==> src/rtl/hazard_fwd_unit.sv <==
// Operand forwarding selects, load-use stall and branch-flush sequencing
// driven from the ID/EX register outputs and a shadow MEM/WB destination pipe.
module hazard_fwd_unit #(
    parameter int ZERO_REG          = 31,
    parameter int LOAD_STALL_CYCLES = 1,
    parameter int FLUSH_CYCLES      = 2
) (
    input  logic       clk,
    input  logic       reset,
    input  logic [4:0] Rn_ID,
    input  logic [4:0] Rm_ID,
    input  logic       useRn_ID,
    input  logic       useRm_ID,
    input  logic [4:0] Rn_EX,
    input  logic [4:0] Rm_EX,
    input  logic [1:0] fwdEn_EX,
    input  logic [4:0] targetReg_EX,
    input  logic       RegWrite_EX,
    input  logic       memRead_EX,
    input  logic       brTaken_EX,
    output logic [1:0] fwdA,
    output logic [1:0] fwdB,
    output logic       pcWrite,
    output logic       ifIdWrite,
    output logic       idExBubble,
    output logic       flushIfId,
    output logic [1:0] state
);

    // state | meaning
    // RUN   | idle; hazard or taken branch handled combinationally this cycle
    // STALL | holding PC and IF/ID for the remaining load-use cycles
    // FLUSH | squashing IF/ID and ID/EX for the remaining branch cycles
    typedef enum logic [1:0] {
        RUN   = 2'b00,
        STALL = 2'b01,
        FLUSH = 2'b10
    } state_t;

    localparam int MAX_CYC = (LOAD_STALL_CYCLES > FLUSH_CYCLES) ? LOAD_STALL_CYCLES : FLUSH_CYCLES;
    localparam int CNT_W   = (MAX_CYC < 2) ? 1 : $clog2(MAX_CYC + 1);
    localparam logic [CNT_W-1:0] STALL_LOAD = CNT_W'(LOAD_STALL_CYCLES - 1);
    localparam logic [CNT_W-1:0] FLUSH_LOAD = CNT_W'(FLUSH_CYCLES - 1);
    localparam logic [CNT_W-1:0] CNT_ONE    = CNT_W'(1);
    localparam logic [4:0]       ZR         = 5'(ZERO_REG);

    state_t           st;
    logic [CNT_W-1:0] cnt;
    logic [4:0]       mem_dst, wb_dst;
    logic             mem_rw, wb_rw;
    logic             hazard;
    logic             do_flush, do_stall;

    assign hazard = memRead_EX & RegWrite_EX & (targetReg_EX != ZR) &
                    ((useRn_ID & (Rn_ID == targetReg_EX)) |
                     (useRm_ID & (Rm_ID == targetReg_EX)));

    function automatic logic [1:0] fwd_sel(input logic en, input logic [4:0] src,
                                           input logic m_rw, input logic [4:0] m_dst,
                                           input logic w_rw, input logic [4:0] w_dst);
        if (en && src != ZR && m_rw && m_dst == src)
            return 2'b01;
        else if (en && src != ZR && w_rw && w_dst == src)
            return 2'b10;
        else
            return 2'b00;
    endfunction

    always_ff @(posedge clk) begin
        if (!reset) begin
            st      <= RUN;
            cnt     <= '0;
            mem_dst <= '0;
            mem_rw  <= 1'b0;
            wb_dst  <= '0;
            wb_rw   <= 1'b0;
        end else begin
            // The shadow pipe never stalls: a bubble enters EX as RegWrite=0.
            mem_dst <= targetReg_EX;
            mem_rw  <= RegWrite_EX;
            wb_dst  <= mem_dst;
            wb_rw   <= mem_rw;
            if (brTaken_EX) begin
                if (FLUSH_CYCLES > 1) begin
                    st  <= FLUSH;
                    cnt <= FLUSH_LOAD;
                end else begin
                    st  <= RUN;
                    cnt <= '0;
                end
            end else begin
                case (st)
                    RUN: begin
                        if (hazard && LOAD_STALL_CYCLES > 1) begin
                            st  <= STALL;
                            cnt <= STALL_LOAD;
                        end
                    end
                    STALL, FLUSH: begin
                        if (cnt <= CNT_ONE) begin
                            st  <= RUN;
                            cnt <= '0;
                        end else begin
                            cnt <= cnt - CNT_ONE;
                        end
                    end
                    default: begin
                        st  <= RUN;
                        cnt <= '0;
                    end
                endcase
            end
        end
    end

    // Flush dominates; a hazard only matters outside FLUSH.
    assign do_flush = brTaken_EX | (st == FLUSH);
    assign do_stall = ~do_flush & ((st == STALL) | hazard);

    always_comb begin
        fwdA       = 2'b00;
        fwdB       = 2'b00;
        pcWrite    = 1'b1;
        ifIdWrite  = 1'b1;
        idExBubble = 1'b0;
        flushIfId  = 1'b0;
        state      = RUN;
        if (reset) begin
            fwdA  = fwd_sel(fwdEn_EX[0], Rn_EX, mem_rw, mem_dst, wb_rw, wb_dst);
            fwdB  = fwd_sel(fwdEn_EX[1], Rm_EX, mem_rw, mem_dst, wb_rw, wb_dst);
            state = st;
            if (do_flush) begin
                idExBubble = 1'b1;
                flushIfId  = 1'b1;
            end else if (do_stall) begin
                pcWrite    = 1'b0;
                ifIdWrite  = 1'b0;
                idExBubble = 1'b1;
            end
        end
    end

endmodule

==> config.mk <==
export PLATFORM = sky130hd
export DESIGN_NAME = hazard_fwd_unit
export DESIGN_NICKNAME = d
export VERILOG_FILES = /design/src/rtl/hazard_fwd_unit.sv
export SDC_FILE = /design/constraint.sdc
export NUM_CORES = 1
export LEC_CHECK = 0
export CAP_MARGIN = 25
export CORE_ASPECT_RATIO = 0.75
export CORE_MARGIN = 8
export CORE_UTILIZATION = 42
export CTS_CLUSTER_DIAMETER = 100
export CTS_CLUSTER_SIZE = 30
export DETAILED_ROUTE_END_ITERATION = 16
export PLACE_DENSITY = 0.85
export SYNTH_ARGS = -nofsm -noshare
export SYNTH_HDL_FRONTEND = slang
export SYNTH_SLANG_ARGS = --single-unit
==> constraint.sdc <==
create_clock -name clk -period 3.8 [get_ports clk]
set_input_delay 0.38 -clock clk [delete_from_list [all_inputs] [get_ports clk]]
set_output_delay 0.38 -clock clk [all_outputs]
set_load 0.02 [all_outputs]
==> impl_metrics.csv <==
group,metric,value,unit
routing,wl_met3,259,um
clocking,clkLatencyLatePin,0.27,ns
grt,antenna_found_initial,0,
cells_and_area,nFillCells,165,
floorplanning,fp-row-count,14,
synthesis,synthCells,102,
worst_setup_path,path_delay_family,"buffers and inverters",
pwr,ir_drop,167.8,uV
grt,grt_max_degree,21,
grt,grt_pass1_vias,958,
clocking,clockBufferDepth,2,
worst_setup_path,crit_slowest_cell,"clkdlybuf4s50_1",
synthesis,yosys-top-cells-area,"dfxtp_1 34%, xor2_1 16%, xnor2_1 14%",
synthesis,synthTopCellsByCount,"16 x xor2_1, 15 x dfxtp_1, 14 x and2_1, 14 x xnor2_1, 7 x nand2_1",
placement,dp_slack,0.8490,ns
cells_and_area,drive_gt1_frac,0.04138,
routing,wl_per_cell,14.14,um
worst_setup_path,critPathBufInv,2,
worst_setup_path,critical_path.startpoint_type,"input port",
worst_setup_path,crit_required,3.42,ns
placement,placed_cell_area,1328,um^2
grt,grtUsageTotal,0.1250,
routing,dr.pass1.iters,4,
synthesis,synth_seq_area_share,0.3366,
timing,fin_ws,0.8252,ns
clocking,clock_sinks,15,
synthesis,synth-seq-cells,15,
worst_setup_path,slowest_delay,0.56,ns
grt,gr-total-overflow,0,
cells_and_area,final_cell_count_no_fill,169,
synthesis,synthFlopType,"dfxtp_1",
clocking,cts_tree,"built",
run_status,status,"completed",
clocking,cts_root_buffer,"clkbuf_4",
floorplanning,start_util,0.4429,
worst_setup_path,crit_type,"in2out",
placement,placed_cells,165,
cells_and_area,nNetsFinal,180,
cells_and_area,fin_area,1354,um^2
synthesis,avgSynthCellArea,8.746,um^2
synthesis,netlist-cell-type-count,24,
placement,io_buffers,42,
grt,grt_pass1_wl,4105,um
placement,gp_congestion,0.9012,
timing,maxSlewViolCount,0,
worst_setup_path,cp_max_fo,4,
worst_setup_path,path_common_cell,"clkdlybuf4s50_1",
clocking,clk_pin_slew_worst_paths,0.08,ns
flow_run,maxCapViolCount,0,
timing,finalSetupViolCount,0,
worst_setup_path,worstSetupEndpointType,"primary output",
clocking,cts_made_buffers,3,
worst_hold_path,hold_class,"reg2reg",
floorplanning,die_y,55.92,um
timing,final.period_utilization,0.7828,
routing,drc,0,
synthesis,netlist.area_leader.share,0.3366,
timing,fin_skew,0.003722,ns
timing,finalHoldViolations,0,
pwr,leakage,0.5029,nW
clocking,h-tree-depth,1,
routing,viasPerCell,4.982,
synthesis,yosysWarnings,0,
clocking,ctsResizeCount,0,
clocking,hold_buffers,0,
routing,drt_iter0_markers,26,
synthesis,post-synth-top-count-cell,"xor2_1",
routing,wl,2390,um
timing,max_freq,0.3362,GHz
synthesis,syn-num-nets,136,
clocking,post-cts-setup-buffer-count,0,
routing,met2WireLength,997,um
routing,top_layer,"met4",
cells_and_area,area_growth,51.75,%
worst_setup_path,critical_path.cell_chain,"clkdlybuf4s50_1 -> xor2_1 -> nor4_2 -> a32oi_1 -> or4_1 -> clkdlybuf4s50_1",
placement,dpl.hpwl,2076,um
timing,rsz0062_at_grt,"false",
worst_setup_path,crit_cells,6,
floorplanning,die_area,3870,um^2
timing,min_period,2.975,ns
timing,setup_tns,0,ns
worst_hold_path,whs_path_depth,2,
routing,vias,842,
pwr,p_per_area,257.5,nW/um^2
synthesis,yosysTopAreaCell,"dfxtp_1",
floorplanning,fp.coreArea,2014,um^2
worst_setup_path,reg2regPathDepth,2,
synthesis,ys_async_sr_fraction,0,
worst_setup_path,arrival,2.59,ns
routing,drt-met1-wl,1089,um
synthesis,syn-cell-area,892.1,um^2
routing,ant_nets,0,
timing,whs,0.4789,ns
synthesis,synth-edff-count,0,
floorplanning,die_w,69.22,um
cells_and_area,diodes,0,
floorplanning,pin_count,44,
## registers in the layout (all words and copies together) (netlist names)
| signal | flops |
|---|---|
| mem_dst | 5 |
| wb_dst | 5 |
| cnt | 2 |
| mem_rw | 1 |
| st | 1 |
| wb_rw | 1 |
## final cells by class
type,instances,area [um^2],share of cell area
Multi-Input combinational cell,82,565.5,0.4177
Inverter,1,3.754,0.002773
Sequential cell,15,300.3,0.2218
Tap cell,24,30.03,0.02218
Timing Repair Buffer,43,427.9,0.3161
Clock buffer,4,26.28,0.01941
## worst paths after layout
kind                   start  endpoint  slack [ns]
min reg2reg           cnt[1]    cnt[1]        0.48
min                   cnt[1]    cnt[1]        0.48
max          targetReg_EX[3]   pcWrite        0.83
max reg2reg            st[1]     st[1]        2.97
## placed cells by master (no fill, tap or decap), drive strengths merged, types with 2 or more instances in the layout
master / n
nor4: 4
dfxtp: 15
xor2: 16
and2: 16
nor2: 2
o21ai: 4
nand2: 7
xnor2: 14
clkdlybuf4s50: 42
nor3: 5
clkbuf: 4
nand3: 3
nand4: 4
## routing by layer
layer | up-vias | GRT usage
met2 | 45 | 0.1916
met5 | - | 0
met4 | 0 | 0.05831
met3 | 4 | 0.06239
met1 | 368 | 0.1414
li1 | 425 | -
## stage by stage
| stage | util | power (mW) |
|---|---|---|
| 2_1_floorplan | - | 0.2150 |
| 3_3_place_gp | 0.6590 | 0.2660 |
| 3_5_place_dp | 0.6590 | 0.2689 |
| 4_1_cts | 0.6721 | 0.3540 |
| 5_1_grt | 0.6721 | 0.3711 |
| 6_report | 0.6721 | 0.3487 |
## tightest hold or removal path: cells and delay by family, from the launching register on
kind	cells	cell delay (ns)
flops	1	0.34
simple gates	2	0.10
## cell families (layout without fill, tap and decap cells)
family,count (synthesis),after routing,share of synthesized area
compound gates,7,7,0.04910
xor+xnor,30,30,0.2945
buf+inv,5,48,0.02945
flops,15,15,0.3366
mux,1,1,0.01122
other cells,1,1,0.004204
simple gates,43,43,0.2749
## where the power goes
group	leakage, nW	switching, mW	internal (mW)	total (mW)
Combinational	0.364	0.0369	0.0572	0.0941
Clock	0.0150	0.0430	0.0406	0.0836
Sequential	0.124	0.00653	0.164	0.171
Total	0.503	0.0865	0.262	0.349
(Power assumes the default switching activity.)
